**src/rtl/sw_debounce3_if.sv**
```systemverilog
// Switch-conditioning bus between the raw switch pins and the LED decoder top level.
// The master drives the raw levels; the slave (debouncer) returns the conditioned code.
interface sw_debounce3_if;
    logic [2:0] sw_in;
    logic [2:0] sw_out;
    logic       sw_changed;
    logic       sw_valid;

    modport master (output sw_in, input sw_out, input sw_changed, input sw_valid);
    modport slave  (input sw_in, output sw_out, output sw_changed, output sw_valid);
endinterface

```
**src/rtl/sw_debounce3.sv**
```systemverilog
// Two-flop synchroniser plus independent per-switch debounce for the 3-bit decoder select,
// with a one-cycle change strobe and a startup-valid flag.
module sw_db_lane #(
    parameter int DB_CYCLES = 8,
    parameter int CNT_W     = 4
) (
    input  logic clk,
    input  logic rst,
    input  logic din,
    output logic q,
    output logic flip
);
    localparam logic [CNT_W-1:0] TERM = CNT_W'(DB_CYCLES - 1);

    logic [CNT_W-1:0] cnt;

    // High on the edge at which q is about to take the new level.
    assign flip = (din != q) && (cnt == TERM);

    always_ff @(posedge clk or posedge rst) begin
        if (rst) begin
            cnt <= '0;
            q   <= 1'b0;
        end else if (din == q) begin
            cnt <= '0;
        end else if (cnt == TERM) begin
            q   <= din;
            cnt <= '0;
        end else begin
            cnt <= cnt + 1'b1;
        end
    end
endmodule

module sw_debounce3 #(
    parameter int DB_CYCLES = 240000,
    parameter int CNT_W     = $clog2(DB_CYCLES)
) (
    input  logic           clk,
    input  logic           rst,
    sw_debounce3_if.slave  sw
);
    localparam int NUM_LANES = 3;
    localparam logic [CNT_W-1:0] ST_PRE  = CNT_W'(DB_CYCLES);
    localparam logic [CNT_W-1:0] ST_TERM = CNT_W'(DB_CYCLES + 1);

    if (DB_CYCLES < 2) begin : g_chk_db
        $error("sw_debounce3: DB_CYCLES must be 2 or greater");
    end
    if ((DB_CYCLES + 1) > ((1 << CNT_W) - 1)) begin : g_chk_w
        $error("sw_debounce3: CNT_W too narrow to hold DB_CYCLES+1");
    end

    logic [NUM_LANES-1:0] sync1, sync2;
    logic [NUM_LANES-1:0] q, flip;
    logic                 changed_q;
    logic                 valid_q;
    logic [CNT_W-1:0]     st_cnt;

    always_ff @(posedge clk or posedge rst) begin
        if (rst) begin
            sync1 <= '0;
            sync2 <= '0;
        end else begin
            sync1 <= sw.sw_in;
            sync2 <= sync1;
        end
    end

    for (genvar i = 0; i < NUM_LANES; i++) begin : g_lane
        sw_db_lane #(.DB_CYCLES(DB_CYCLES), .CNT_W(CNT_W)) u_lane (
            .clk  (clk),
            .rst  (rst),
            .din  (sync2[i]),
            .q    (q[i]),
            .flip (flip[i])
        );
    end

    // Registered alongside q so the strobe lines up with the first cycle of the new code.
    always_ff @(posedge clk or posedge rst) begin
        if (rst) changed_q <= 1'b0;
        else     changed_q <= |flip;
    end

    always_ff @(posedge clk or posedge rst) begin
        if (rst) begin
            st_cnt  <= '0;
            valid_q <= 1'b0;
        end else if (st_cnt != ST_TERM) begin
            st_cnt <= st_cnt + 1'b1;
            if (st_cnt == ST_PRE) valid_q <= 1'b1;
        end
    end

    assign sw.sw_out     = q;
    assign sw.sw_changed = changed_q;
    assign sw.sw_valid   = valid_q;
endmodule

```
**src/flat_wrapper.sv**
```systemverilog
// flat-port wrapper written by rule: the top's interface ports become plain ports
module sw_debounce3_flat 
#(
    parameter int DB_CYCLES = 240000,
    parameter int CNT_W     = $clog2(DB_CYCLES)
)
  (clk, rst, sw_sw_in, sw_sw_out, sw_sw_changed, sw_sw_valid);
  sw_debounce3_if sw_i ();
  input  logic clk;
  input  logic rst;
  input wire logic [$bits(sw_i.sw_in)-1:0] sw_sw_in;
  output wire logic [$bits(sw_i.sw_out)-1:0] sw_sw_out;
  output wire logic [$bits(sw_i.sw_changed)-1:0] sw_sw_changed;
  output wire logic [$bits(sw_i.sw_valid)-1:0] sw_sw_valid;
  assign sw_i.sw_in = sw_sw_in;
  assign sw_sw_out = sw_i.sw_out;
  assign sw_sw_changed = sw_i.sw_changed;
  assign sw_sw_valid = sw_i.sw_valid;
  sw_debounce3 #(.DB_CYCLES(DB_CYCLES), .CNT_W(CNT_W)) u_core (.clk(clk), .rst(rst), .sw(sw_i));
endmodule
```
**config.mk**
```make
export PLATFORM = sky130hd
export DESIGN_NAME = sw_debounce3_flat
export DESIGN_NICKNAME = d
export VERILOG_FILES = /design/src/rtl/sw_debounce3_if.sv /design/src/rtl/sw_debounce3.sv /design/src/flat_wrapper.sv
export SDC_FILE = /design/constraint.sdc
export NUM_CORES = 1
export LEC_CHECK = 0
export CAP_MARGIN = 10
export CORE_MARGIN = 2
export CORE_UTILIZATION = 30
export CTS_BUF_LIST = sky130_fd_sc_hd__clkbuf_16
export CTS_CLUSTER_DIAMETER = 50
export DETAILED_ROUTE_END_ITERATION = 16
export PLACE_DENSITY = 0.47
export SLEW_MARGIN = 0
export SYNTH_ARGS = -nofsm -noshare
export SYNTH_HDL_FRONTEND = slang
export SYNTH_HIERARCHICAL = 1
export SYNTH_SLANG_ARGS = --single-unit
```
**constraint.sdc**
```tcl
create_clock -name clk -period 4.07 [get_ports clk]
set_input_delay 0.6105 -clock clk [delete_from_list [all_inputs] [get_ports clk]]
set_output_delay 0.6105 -clock clk [all_outputs]
set_load 0.03 [all_outputs]
```
==> impl_metrics.yaml <==
place:
  port_buffers: 9
  placed_area_mm2: 0.004304
  place_ws_ps: 2003
  placed_cells: 564
  dp.final_hpwl_mm: 5.268
  place_congestion: 0.7288
detailed_routing:
  dr.first_iter.drc_count: 142
  firstDrtPassIters: 4
  routed_wl_mm: 7.667
  drc: 0
  ant_nets: 0
  vias: 2743
  avgRoutedWirePerCell_um: 13.22
  post_drt_via_cell_ratio: 4.729
clock_tree:
  cts_sinks: 83
  clockBufferDepth: 2
  cts_resized: 0
  clk_latency_ps: 340
  cts_buffers: 9
  holdBufCountCts: 0
  cts_max_level: 3
  cts_tree: "built"
  clkTransAtPathRegs_ps: 60
  root_buffer: "clkbuf_16"
  cts_setup_buffers: 0
worst_setup_path:
  path_buf_inv: 1
  r2r_slack_ps: 2040
  startpoint: "u_core/g_lane[1].u_lane/q"
  slowest_delay_ps: 700
  critPathLaunchType: "flop"
  crit_type: "reg2out"
  endpoint_kind: "primary output"
  path_delay_family: "buffers and inverters"
  crit_chain: "clkdlybuf4s50_1"
  cp_max_fo: 3
  crit_arrival_ps: 1450
  worst_path_max_delay_cell: "clkdlybuf4s50_1"
  critPathRequiredTime_ps: 3460
  r2r-start: "u_core/g_lane[1].u_lane/cnt[0]"
timing:
  slew_viol_final: 0
  whs_ps: 344.6
  finalCriticalPeriod_ps: 2059
  setup_viol: 0
  skew_ps: 6.527
  final.setup.tns_ps: 0
  max-slew-margin-rel_pct: 34.37
  hold_viol: 0
  fin_ws_ps: 2011
  rsz0062_at_grt: "false"
  max_slew.worst_pin.slew_ps: 983.4
  fin_crit_sh_pct: 50.60
  fmax_mhz: 485.6
worst_hold_path:
  worstHoldStart: "u_core/sync1[1]"
  hold_class: "reg2reg"
pwr:
  ir_drop_mv: 0.1751
  intPower_w: 0.001504
  leakagePower_nw: 1.903
  power.density_mw_per_mm2: 401.2
  p_sw_w: 0.0003658
  sequentialPowerShare_pct: 45.2
  power_frac_clock_pct: 52.3
  pwr-share-comb_pct: 2.6
  switching_share_pct: 19.56
die:
  coreArea_mm2: 0.01314
  io_pins: 10
  fp.dieH_um: 119.6
  fp.dieArea_mm2: 0.01430
  fp.dieW_um: 119.6
  initial_core_util_pct: 30.51
  core.rowCount: 42
yosys:
  synth_cell_types: 34
  ys.flop_type: "dfrtp_1"
  yosysWarnings: 6
  yosysSeqAreaShare_pct: 51.81
  synth_fp_nets: 393
  synth_edf_count: 0
  syn_inst: 382
  synth_area_mm2: 0.004009
  ys_ff_latch: 83
  syn_avg_cell_area_um2: 10.49
  ys_async_sr_fraction_pct: 100.0
cells_and_area:
  multiInputGateArea_mm2: 0.001834
  most-common-layout-cells: "dfrtp_1 (83), nor2_1 (58), xnor2_1 (47)"
  layout.cells.non_filler: 580
  drive_gt1_share_pct: 8.911
  num-nets-final: 410
  fill_cells: 1331
  seq_area_mm2: 0.002077
  area_growth_pct: 16.26
  antennaDiodeCount: 0
  mostFrequentLayoutCell: "dfrtp_1"
  final_area_mm2: 0.004661
global_routing:
  grt_max_degree: 27
  grt_pass1_vias: 2813
  use_met2_pct: 18.89
  antenna_found_initial: 0
  grt-ovfl-total: 0
  met1_usage_pct: 15.84
  grt-busiest-layer: "met2"
  use_met3_pct: 4.087
  grt_pass1_wl_mm: 13.79
  grt_util_all_layers_pct: 12.11
flow_run:
  max-cap-violations: 0
status:
  status: "complete, no violations"
power groups by stage:
stage               logic [W]  registers (W)  clock network [W]
finish              0.0000481       0.000845           0.000977
global route        0.0000562       0.000846            0.00105
CTS                 0.0000507       0.000844            0.00101
detailed placement  0.0000505       0.000860                  0
global placement    0.0000506       0.000860                  0
floorplan           0.0000357       0.000857                  0
logic make-up after synthesis:
group / count (synthesis) / share of synthesized area, %
and+or+nand+nor: 182 / 25.34
DFF: 83 / 51.81
xor gates and xnor gates: 58 / 12.67
buffers and inverters: 25 / 2.434
AOI/OAI and AO/OA: 24 / 4.650
adders and majority gates: 6 / 1.873
muxes: 4 / 1.217
cells in the mapped netlist (2+ instances only):
cell | count | area, µm²
nand2_1 | 19 | 71.32
or3_1 | 10 | 62.56
o21ai_0 | 6 | 30.03
nand4_4 | 3 | 63.81
nand4b_1 | 2 | 17.52
nand4_1 | 16 | 100.1
nor3_1 | 13 | 65.06
and2b_2 | 3 | 26.28
buf_2 | 3 | 15.01
nor4_1 | 13 | 81.33
ha_1 | 6 | 75.07
xnor2_1 | 47 | 411.6
dfrtp_1 | 83 | 2077
xor2_1 | 11 | 96.34
nor2_1 | 58 | 217.7
o31ai_1 | 3 | 22.52
nand3_1 | 24 | 120.1
nor4b_1 | 3 | 26.28
a21oi_1 | 9 | 45.04
or3_4 | 3 | 33.78
mux2_2 | 3 | 33.78
or4_1 | 7 | 52.55
and3_1 | 3 | 18.77
o31ai_4 | 3 | 63.81
inv_1 | 22 | 82.58
flip-flops by register name, indices dropped and copies added, names as in the netlist:
| signal | count |
|---|---|
| u_core/sync2 | 3 |
| u_core/st_cnt | 18 |
| u_core/sync1 | 3 |
| u_core/sw.sw_valid | 1 |
| u_core/g_lane.u_lane/q | 3 |
| u_core/g_lane.u_lane/cnt | 54 |
| u_core/sw.sw_changed | 1 |
metrics by stage:
stage,power [W],util [%]
3_5_place_dp,0.0009104,32.76
3_3_place_gp,0.0009101,32.76
5_1_grt,0.001952,35.48
4_1_cts,0.001910,35.48
2_1_floorplan,0.0008931,-
6_report,0.001870,35.48
cell type report:
class,instances,area share (%)
tap,176,4.725
sequential,83,44.56
multi-input combinational,274,39.36
inverter,22,1.772
timing repair buffer,9,1.933
clock buffer,9,4.832
clock inverter,7,2.819
final timing paths:
check / end / cells past startpoint
min in group asynchronous: u_core/g_lane[0].u_lane/cnt[13] / 2
worst max register to register: u_core/g_lane[1].u_lane/cnt[3] / 5
max in group asynchronous: u_core/sync1[2] / 2
worst min-delay path: u_core/sync2[1] / 0
worst max-delay path: sw_sw_out[1] / 1
worst min register to register: u_core/sync2[1] / 0
metal layers:
metal	vias up	part of all wire, %
li1	1358	-
met1	1357	48
met2	20	47
met3	8	2.8
met4	0	1.5
met5	-	0
Power figures use the tool's default switching activity.
